### src/rtl/alu_pipe.sv
// alu_pipe: single-issue ALU with a valid/ready handshake on both sides.
// Single-cycle ops (ADD, SUB, ANDB, XOR, SHL, SHR, BR) register their result
// on the accepting edge. MUL runs as a WIDTH-step shift-add sequence and
// blocks new requests while it runs.
// flags = {Z, N, V, C}.
module alu_pipe #(
    parameter int WIDTH = 8
) (
    input  logic             clk,
    input  logic             rst_n,
    input  logic             in_valid,
    output logic             in_ready,
    input  logic [WIDTH-1:0] in1,
    input  logic [WIDTH-1:0] in2,
    input  logic [2:0]       op,
    input  logic [1:0]       branch_sel,
    output logic             out_valid,
    input  logic             out_ready,
    output logic [WIDTH-1:0] out_val,
    output logic [3:0]       flags,
    output logic             busy
);

    localparam int CNT_W = $clog2(WIDTH) + 1;

    localparam logic [2:0] OP_ADD  = 3'b000;
    localparam logic [2:0] OP_SUB  = 3'b001;
    localparam logic [2:0] OP_ANDB = 3'b010;
    localparam logic [2:0] OP_XOR  = 3'b011;
    localparam logic [2:0] OP_SHL  = 3'b100;
    localparam logic [2:0] OP_SHR  = 3'b101;
    localparam logic [2:0] OP_BR   = 3'b110;
    localparam logic [2:0] OP_MUL  = 3'b111;

    // Shift amounts at or above this value flush the operand to zero.
    localparam logic [WIDTH-1:0] SHIFT_LIMIT = WIDTH'(WIDTH);
    // Counter value on the cycle that performs the final multiply step.
    localparam logic [CNT_W-1:0] LAST_STEP = CNT_W'(WIDTH - 1);

    typedef enum logic {
        ST_IDLE = 1'b0,
        ST_MUL  = 1'b1
    } state_t;

    // Registered state
    state_t                 state_q,     state_d;
    logic                   out_valid_q, out_valid_d;
    logic [WIDTH-1:0]       out_val_q,   out_val_d;
    logic [3:0]             flags_q,     flags_d;
    logic [CNT_W-1:0]       cnt_q,       cnt_d;
    logic [2*WIDTH-1:0]     acc_q,       acc_d;
    logic [2*WIDTH-1:0]     mcand_q,     mcand_d;
    logic [WIDTH-1:0]       mplier_q,    mplier_d;

    // Single-cycle datapath
    logic [WIDTH:0]         add_ext;
    logic [WIDTH:0]         sub_ext;
    logic                   add_v;
    logic                   sub_z;
    logic                   sub_n;
    logic                   sub_v;
    logic                   sub_c;
    logic                   br_bit;
    logic                   shift_big;
    logic [WIDTH-1:0]       alu_val;
    logic                   alu_v;
    logic                   alu_c;
    logic [3:0]             alu_flags;

    // Multiply step datapath
    logic [2*WIDTH-1:0]     step_acc;
    logic                   last_step;
    logic [3:0]             mul_flags;

    logic                   accept;

    assign in_ready  = (state_q == ST_IDLE) && (!out_valid_q || out_ready);
    assign accept    = in_valid && in_ready;
    assign busy      = (state_q == ST_MUL);
    assign out_valid = out_valid_q;
    assign out_val   = out_val_q;
    assign flags     = flags_q;

    // Single-cycle ALU result and flags for the operation being presented
    always_comb begin
        add_ext   = {1'b0, in1} + {1'b0, in2};
        sub_ext   = {1'b0, in1} + {1'b0, ~in2} + (WIDTH+1)'(1);
        add_v     = (in1[WIDTH-1] == in2[WIDTH-1]) && (add_ext[WIDTH-1] != in1[WIDTH-1]);
        sub_z     = (sub_ext[WIDTH-1:0] == '0);
        sub_n     = sub_ext[WIDTH-1];
        sub_v     = (in1[WIDTH-1] != in2[WIDTH-1]) && (sub_ext[WIDTH-1] != in1[WIDTH-1]);
        sub_c     = sub_ext[WIDTH];
        shift_big = (in2 >= SHIFT_LIMIT);
        alu_val   = '0;
        alu_v     = 1'b0;
        alu_c     = 1'b0;
        br_bit    = 1'b0;

        case (branch_sel)
            2'b00:   br_bit = sub_z;
            2'b01:   br_bit = sub_n;
            2'b10:   br_bit = sub_v;
            default: br_bit = sub_c;
        endcase

        case (op)
            OP_ADD: begin
                alu_val = add_ext[WIDTH-1:0];
                alu_v   = add_v;
                alu_c   = add_ext[WIDTH];
            end
            OP_SUB: begin
                alu_val = sub_ext[WIDTH-1:0];
                alu_v   = sub_v;
                alu_c   = sub_c;
            end
            OP_ANDB: alu_val = in1 & {WIDTH{in2[0]}};
            OP_XOR:  alu_val = in1 ^ in2;
            OP_SHL:  alu_val = shift_big ? '0 : (in1 << in2);
            OP_SHR:  alu_val = shift_big ? '0 : (in1 >> in2);
            OP_BR:   alu_val = {{(WIDTH-1){1'b0}}, br_bit};
            default: alu_val = '0;
        endcase

        // BR reports the flags of the difference, not of its 0/1 output.
        if (op == OP_BR) begin
            alu_flags = {sub_z, sub_n, sub_v, sub_c};
        end else begin
            alu_flags = {(alu_val == '0), alu_val[WIDTH-1], alu_v, alu_c};
        end
    end

    // One shift-add step: add the shifted multiplicand when the current multiplier bit is set
    always_comb begin
        step_acc  = mplier_q[0] ? (acc_q + mcand_q) : acc_q;
        last_step = (cnt_q == LAST_STEP);
        mul_flags = {(step_acc[WIDTH-1:0] == '0),
                     step_acc[WIDTH-1],
                     (step_acc[2*WIDTH-1:WIDTH] != '0),
                     1'b0};
    end

    // Next-state logic: handshake, op dispatch and multiply sequencing
    always_comb begin
        state_d     = state_q;
        out_val_d   = out_val_q;
        flags_d     = flags_q;
        cnt_d       = cnt_q;
        acc_d       = acc_q;
        mcand_d     = mcand_q;
        mplier_d    = mplier_q;
        // A held result drops once the consumer takes it; a new load below overrides.
        out_valid_d = out_valid_q && !out_ready;

        case (state_q)
            ST_IDLE: begin
                if (accept) begin
                    if (op == OP_MUL) begin
                        state_d  = ST_MUL;
                        cnt_d    = '0;
                        acc_d    = '0;
                        mcand_d  = {{WIDTH{1'b0}}, in1};
                        mplier_d = in2;
                    end else begin
                        out_valid_d = 1'b1;
                        out_val_d   = alu_val;
                        flags_d     = alu_flags;
                    end
                end
            end
            ST_MUL: begin
                acc_d    = step_acc;
                mcand_d  = mcand_q << 1;
                mplier_d = mplier_q >> 1;
                cnt_d    = cnt_q + CNT_W'(1);
                if (last_step) begin
                    state_d     = ST_IDLE;
                    cnt_d       = '0;
                    out_valid_d = 1'b1;
                    out_val_d   = step_acc[WIDTH-1:0];
                    flags_d     = mul_flags;
                end
            end
            default: state_d = ST_IDLE;
        endcase
    end

    // State registers; reset clears everything at once, abandoning any multiply
    always_ff @(posedge clk or negedge rst_n) begin
        if (!rst_n) begin
            state_q     <= ST_IDLE;
            out_valid_q <= 1'b0;
            out_val_q   <= '0;
            flags_q     <= '0;
            cnt_q       <= '0;
            acc_q       <= '0;
            mcand_q     <= '0;
            mplier_q    <= '0;
        end else begin
            state_q     <= state_d;
            out_valid_q <= out_valid_d;
            out_val_q   <= out_val_d;
            flags_q     <= flags_d;
            cnt_q       <= cnt_d;
            acc_q       <= acc_d;
            mcand_q     <= mcand_d;
            mplier_q    <= mplier_d;
        end
    end

endmodule

### config.mk
export PLATFORM = sky130hd
export DESIGN_NAME = alu_pipe
export DESIGN_NICKNAME = d
export VERILOG_FILES = /design/src/rtl/alu_pipe.sv
export SDC_FILE = /design/constraint.sdc
export NUM_CORES = 1
export LEC_CHECK = 0
export ABC_AREA = 1
export CORE_ASPECT_RATIO = 1.5
export CORE_MARGIN = 5
export CORE_UTILIZATION = 30
export DETAILED_ROUTE_END_ITERATION = 6
export PLACE_DENSITY = 0.53
export SYNTH_ARGS = -nofsm -noshare
export SYNTH_HDL_FRONTEND = slang
export SYNTH_SLANG_ARGS = --single-unit
### constraint.sdc
create_clock -name clk -period 2.5 [get_ports clk]
set_input_delay 0.5 -clock clk [delete_from_list [all_inputs] [get_ports clk]]
set_output_delay 0.5 -clock clk [all_outputs]
set_load 0.005 [all_outputs]
==> results of run 1 <==
## flip-flops by register name (all words and copies together), names as in the netlist
name       count
out_valid      1
mplier_q       8
cnt_q          4
out_val        8
mcand_q       16
acc_q         16
flags          4
busy           1
## worst max path at each step
stage,from,endpoint,cells after the start
after detailed placement,in1[1],flags[1],14
after floorplan,in2[1],flags[3],17
final,acc_q[0],flags[1],15
after global routing,acc_q[9],flags[1],15
after global placement,in1[5],flags[3],16
after CTS,in1[6],flags[3],16
## cells in the final DEF (no fill, tap or decap), types with 4 or more instances in the layout
cell type / netlist / routed
a21oi_2: 4 / 16
clkbuf_16: 0 / 9
nor3_2: 4 / 5
nor2_2: 5 / 10
or2_2: 5 / 5
clkdlybuf4s50_1: 0 / 27
o22ai_1: 12 / 12
o21ai_1: 18 / 21
o221ai_1: 4 / 4
nand3_1: 96 / 87
ha_2: 0 / 8
dlygate4sd2_1: 0 / 5
inv_1: 82 / 78
dlymetal6s2s_1: 0 / 6
ha_4: 0 / 8
nand3_2: 2 / 11
dfrtp_1: 58 / 58
inv_2: 10 / 14
buf_4: 4 / 115
a21oi_1: 41 / 28
o211ai_1: 13 / 13
nand2_1: 233 / 219
nor2_1: 47 / 41
o21ai_0: 32 / 28
xor2_1: 5 / 5
nand2_2: 4 / 18
a31oi_1: 6 / 6
a21o_1: 4 / 4
nand4_1: 20 / 20
ha_1: 33 / 17
## area by class of cell
class	instances	area (um^2)
multi-input cells	613	3560
repair buffers	159	1340
inverters	93	350
well taps	213	267
fillers	1840	9900
clock inverters	4	73.8
flip-flops and latches	58	1450
clock buffers	12	256
## power groups by stage
stage                     logic, mW  clock network (mW)  registers [mW]
after floorplan                2.55                   0            1.58
after global placement         3.74                   0            1.71
after detailed placement       3.76                   0            1.72
after CTS                      3.82                1.39            1.71
after global routing           4.59                1.43            1.78
final                          4.07                1.38            1.72
## Yosys cell counts (6+ instances only)
cell type	n
a21oi_1	41
a31oi_1	6
buf_2	10
clkbuf_1	12
dfrtp_1	58
ha_1	33
inv_1	82
inv_2	10
nand2_1	233
nand3_1	96
nand4_1	20
nor2_1	47
o211ai_1	13
o21ai_0	32
o21ai_1	18
o22ai_1	12
## metrics by stage
stage	TNS [ns]	power [mW]	setup slack, ns	area, um^2	hold slack [ns]
after floorplan	0	4.13	0.122	5200	0.204
after global placement	-3.90	5.45	-0.504	6590	0.465
after detailed placement	-4.25	5.49	-0.547	6590	0.477
after CTS	0	6.92	0.0151	7000	0.345
after global routing	-0.0739	7.80	-0.0530	7300	0.409
final	0	7.17	0.146	7300	0.327
## kinds of logic after synthesis
group / Yosys count / synth area share
adder cells (fa/ha/maj): 36 / 0.0910
XOR/XNOR: 8 / 0.0135
flip-flops: 58 / 0.279
AND/OR/NAND/NOR: 425 / 0.357
AO/OA/AOI/OAI: 144 / 0.165
buffers and inverters: 121 / 0.0943
## metal layers
metal / GRT usage / up-vias
met5: 0 / -
met4: 0.112 / 0
met3: 0.0184 / 61
met2: 0.367 / 132
met1: 0.192 / 2684
li1: - / 2939
## timing repair
| action | 4_1_cts | 5_1_grt |
|---|---|---|
| gates resized for setup | 21 | 70 |
| endpoints found under the setup margin | 5 | 6 |
| gates cloned | 0 | 0 |
| pin swaps | 5 | 19 |
| setup buffers | 1 | 8 |
==> results by group, run 1 <==
Drt
  • Met3 wire len: 488 um
  • DRT antenna net count: 0
  • Met2 wire len: 10400 um
  • Detailed Route WL: 19000 um
  • Drt initial violations: 258
  • DRC: 0
  • Highest Signal Layer: met4
  • Mean number of vias per cell: 5.05
  • First-pass DRT Iterations: 4
  • Per-cell routed wire length: 16.5 um
  • DR vias: 5816
  • DRT met1 WL: 6940 um

Power and ir drop
  • Psw: 3.17 mW
  • PwrDens: 982 nW/um^2
  • Worst VDD drop: 487 uV
  • Logic pwr share: 0.568
  • Clk network pwr share: 0.192
  • Switching power share of the total: 0.442
  • Register share of total power: 0.240
  • Leak: 3.64 nW
  • Cell Int Power: 4.00 mW

Synth
  • Synth top area cells: dfrtp_1 28%, nand2_1 17%, nand3_1 9.2%
  • EDFF count, synth: 0
  • Post-Syn Area: 5200 um^2
  • Seq/Total Area, Yosys: 0.279
  • Syn nets: 853
  • Syn Inst Count: 792
  • Share of async-settable or async-resettable flops after synthesis: 1.00
  • Area leader, netlist: dfrtp_1
  • Post-synth top area share: 0.279
  • Cell variety after synth: 44
  • Synth warn: 0
  • Post-synth top flop: dfrtp_1
  • Seq cells post-synth: 58
  • Mapped Avg Cell Area: 6.57 um^2

GRT
  • Vias in the first global route: 5960
  • Initial antenna violation count: 0
  • Tot GR Track Use: 0.188
  • First-pass GRT wire length: 30200 um
  • Largest net degree at the start of global routing: 59
  • Total congestion overflow: 0

Worst setup path
  • Critical path's largest stage delay: 0.39 ns
  • Worst Path Buf+Inv: 0
  • Crit path capture type: register
  • Worst r2r dst: flags[1]
  • Most used cell, CP: nand2_1
  • Crit Path Category: reg2reg
  • Worst path arrival time: 2.58 ns
  • Worst reg-to-reg setup slack: 0.15 ns
  • Crit path required time: 2.72 ns
  • CP Launch Type: register
  • Cell Chain, Critical Path: ha_2, fa_2, nand3_1, nand3_2, nand2_2, nand3_2, xor2_1, o21ai_1, nand3_1, nor2_1, nand2_1, nand2_1, nand2_1, nand2_1, nand2_1
  • Worst R2R Start: acc_q[0]
  • Reg2Reg Depth: 15
  • Delay-heaviest family, CP: simple AND/OR/NAND/NOR gates
  • Slowest-stage cell, CP: fa_2
  • Critical Path Fanout Max: 4

Clock tree
  • Clock sink count: 58
  • Clk pin slew, worst setup/hold paths: 0.06 ns
  • Skew-Pair Late Insertion Delay: 0.33 ns
  • Clock Path Buffers: 2
  • CTS buffer count: 9
  • CTS tree: done
  • Root buffer cell: clkbuf_16
  • Cts hold-fix bufs: 0
  • H-tree levels: 3

Die
  • Core ar.: 17200 um^2
  • Die X-Extent: 117 um
  • Number of I/O pins: 40
  • Initial Util: 0.302
  • Num rows: 59
  • Die H: 171 um
  • Die area: 20100 um^2

Placed design
  • Estimated wirelength of the detail-placed design: 15300 um
  • I/O Buffers: 39
  • Placed insts: 1127
  • Final RePlAce weighted congestion: 0.929

STA
  • Final Hold Fails: 0
  • Final Max Tran Viols: 0
  • Max_slew headroom: 0.491
  • RSZ-0062 raised after global routing: yes
  • Final Skew: 0.00894 ns
  • Endpoints failing setup: 0
  • Fin crit share: 0.942
  • Worst Tran Pin Value: 0.764 ns
  • Crit path time final: 2.35 ns
  • Peak Freq: 0.425 GHz

Cells and area
  • Nets: 995
  • Syn-to-layout area delta: 40.4%
  • Fin util: 0.424
  • Final Non-Filler Cells: 1152
  • Antenna cells: 0
  • Share of cells above drive strength 1: 0.258

Run status
  • Status: completed

Flow run
  • Max Cap Violations: 0

Min path
  • HP Class: in2async
No activity file was read; power rests on OpenSTA's default activity.
==> inputs of run 2 (changes only) <==
==> constraint.sdc (replaced) <==
create_clock -name clk -period 2.85 [get_ports clk]
set_input_delay 0.57 -clock clk [delete_from_list [all_inputs] [get_ports clk]]
set_output_delay 0.57 -clock clk [all_outputs]
set_load 0.005 [all_outputs]
==> results by group, run 2 (synthesis gave the netlist of run 1 again) <==
Power and ir drop
  • Register share of total power: 0.262 (was 0.240)
  • Leak: 3.33 nW (was 3.64 nW)
  • Switching power share of the total: 0.457 (was 0.442)
  • PwrDens: 855 nW/um^2 (was 982 nW/um^2)
  • Total power: 5.71 mW (was 7.17 mW)
  • Cell Int Power: 3.10 mW (was 4.00 mW)
  • Logic pwr share: 0.563 (was 0.568)
  • Psw: 2.61 mW (was 3.17 mW)
  • Clk network pwr share: 0.175 (was 0.192)
  • Worst VDD drop: 413 uV (was 487 uV)

STA
  • Final Skew: 0.0144 ns (was 0.00894 ns)
  • Hold Slack: 0.226 ns (was 0.327 ns)
  • Endpoints failing setup: 0 (unchanged)
  • Final Max Tran Viols: 0 (unchanged)
  • Peak Freq: 0.376 GHz
  • Max_slew headroom: 0.623 (was 0.491)
  • Fin crit share: 0.934
  • Final Hold Fails: 0 (unchanged)
  • RSZ-0062 raised after global routing: no (was yes)
  • Crit path time final: 2.66 ns
  • Worst Tran Pin Value: 0.565 ns (was 0.764 ns)

Min path
  • HP Class: in2async (unchanged)

Drt
  • Mean number of vias per cell: 4.98 (was 5.05)
  • Drt initial violations: 295 (was 258)
  • DR vias: 5539 (was 5816)
  • Per-cell routed wire length: 16.2 um (was 16.5 um)
  • DRC: 0 (unchanged)
  • First-pass DRT Iterations: 5 (was 4)
  • Detailed Route WL: 18000 um (was 19000 um)
  • DRT antenna net count: 0 (unchanged)

Clock tree
  • CTS tree: done (unchanged)
  • CTS buffer count: 9 (unchanged)
  • Clk pin slew, worst setup/hold paths: 0.06 ns (about the same)
  • Clock Path Buffers: 2 (unchanged)
  • Clock sink count: 58 (unchanged)
  • H-tree levels: 3 (unchanged)
  • Number of setup buffers added after CTS: 0 (was 1)
  • Root buffer cell: clkbuf_16 (unchanged)
  • Cts hold-fix bufs: 0 (unchanged)
  • Skew-Pair Late Insertion Delay: 0.33 ns (about the same)

GRT
  • Total congestion overflow: 0 (unchanged)
  • First-pass GRT wire length: 29000 um (was 30200 um)
  • Largest net degree at the start of global routing: 32 (was 59)
  • Vias in the first global route: 5464 (was 5960)
  • Tot GR Track Use: 0.180 (was 0.188)
  • Initial antenna violation count: 0 (unchanged)

Placed design
  • Final RePlAce weighted congestion: 0.939 (was 0.929)
  • Placed insts: 1097 (was 1127)
  • I/O Buffers: 39 (unchanged)
  • Post-DP Area: 6360 um^2 (was 6590 um^2)
  • Estimated wirelength of the detail-placed design: 14800 um (was 15300 um)

Worst setup path
  • CP Launch Type: input port (was register)
  • Worst path arrival time: 2.88 ns (was 2.58 ns)
  • Crit Path Category: in2reg (was reg2reg)
  • Crit path required time: 3.07 ns (was 2.72 ns)
  • Crit path capture type: register (unchanged)
  • Reg2Reg Depth: 15 (unchanged)
  • Critical Path Fanout Max: 3 (was 4)

Run status
  • Status: completed (unchanged)

Cells and area
  • Regs by FF count: acc_q: 16 flops, mcand_q: 16 flops (unchanged)
  • Share of cells above drive strength 1: 0.159 (was 0.258)
  • Commonest non-fill, non-tap cells in the layout: 231 x nand2_1, 96 x nand3_1, 82 x inv_1 (was 219 x nand2_1, 115 x buf_4, 87 x nand3_1)
  • Fin util: 0.388 (was 0.424)
  • Most common cell after layout, fill and taps aside: nand2_1 (unchanged)
  • Antenna cells: 0 (unchanged)
  • Syn-to-layout area delta: 28.3% (was 40.4%)
  • Fill cells: 1875 (was 1840)
  • Final Non-Filler Cells: 1112 (was 1152)
  • Nets: 956 (was 995)
  • Post-route design area: 6670 um^2 (was 7300 um^2)

Die
  • Num rows: 59 (unchanged)
  • Core ar.: 17200 um^2 (unchanged)
  • Initial Util: 0.302 (unchanged)
  • Die H: 171 um (unchanged)
  • Number of I/O pins: 40 (unchanged)
  • Die X-Extent: 117 um (unchanged)
  • Die area: 20100 um^2 (unchanged)

Flow run
  • Max Cap Violations: 0 (unchanged)
## run 2: cell count changes in the layout (fill, tap and decap cells not counted), sizes merged
cell,previous run,this run
dlygate4sd2,5,0
clkinv,3,5
clkinvlp,0,1
dlymetal6s2s,6,0
clkdlybuf4s50,27,38
buf,121,82
clkbuf,12,10
bufinv,2,0
## run 2: final timing paths
check / start / slack, ns / to
setup / recovery: in1[0] / 0.19 / flags[3]
hold / removal: rst_n / 0.23 / mcand_q[9]
setup reg to reg: acc_q[0] / 0.31 / flags[1]
hold reg to reg: flags[0] / 0.47 / flags[0]
max in group asynchronous: rst_n / 1.89 / out_val[3]
min in group clk: flags[0] / 0.47 / flags[0]
## run 2: stage by stage
stage	setup WS (ns)	setup TNS [ns]
after floorplan	0.402	0
after global placement	-0.306	-0.809
after detailed placement	-0.270	-0.868
after CTS	0.0646	0
after global routing	0.0153	0
final	0.189	0
## run 2: timing repair
| action | in CTS | in global routing |
|---|---|---|
| gates resized for setup | 0 | 10 |
| endpoints found under the setup margin | 0 | 3 |
| hold endpoints to repair | 0 | 0 |
## run 2: power groups by stage
stage | Clock, mW | Combinational [mW] | Sequential, mW
floorplan | 0 | 2.24 | 1.39
global placement | 0 | 3.21 | 1.52
detailed placement | 0 | 3.22 | 1.52
CTS | 1.02 | 3.24 | 1.51
global route | 1.06 | 3.65 | 1.55
finish | 0.999 | 3.21 | 1.50
## run 2: critical path, cell delays in order
cell	delay, ns
clkdlybuf4s50_1	0.51
inv_1	0.07
ha_1	0.19
inv_1	0.07
fa_2	0.44
nor3_1	0.25
nand3_1	0.15
nor2_2	0.12
nand3_1	0.07
nand2_1	0.07
nand2_1	0.06
nand3_1	0.06
nor2_1	0.04
nand3_1	0.07
nand2_1	0.05
nand2_1	0.05
nand2_1	0.04
## run 2: cell type report
| type | count | area [um^2] | area share |
|---|---|---|---|
| multi-input combinational | 613 | 3300 | 0.495 |
| sequential | 58 | 1450 | 0.218 |
| timing repair buffer | 120 | 1030 | 0.155 |
| inverter | 93 | 350 | 0.0525 |
| tap | 213 | 267 | 0.0399 |
| clock buffer | 10 | 239 | 0.0358 |
| clock inverter | 5 | 31.3 | 0.00469 |
## run 2: routing by layer
| layer | vias up | GRT usage | wire length (um) |
|---|---|---|---|
| li1 | 2861 | - | - |
| met1 | 2552 | 0.189 | 6880 |
| met2 | 87 | 0.358 | 9990 |
| met3 | 39 | 0.0155 | 321 |
| met4 | 0 | 0.0853 | 822 |
| met5 | - | 0 | 0 |
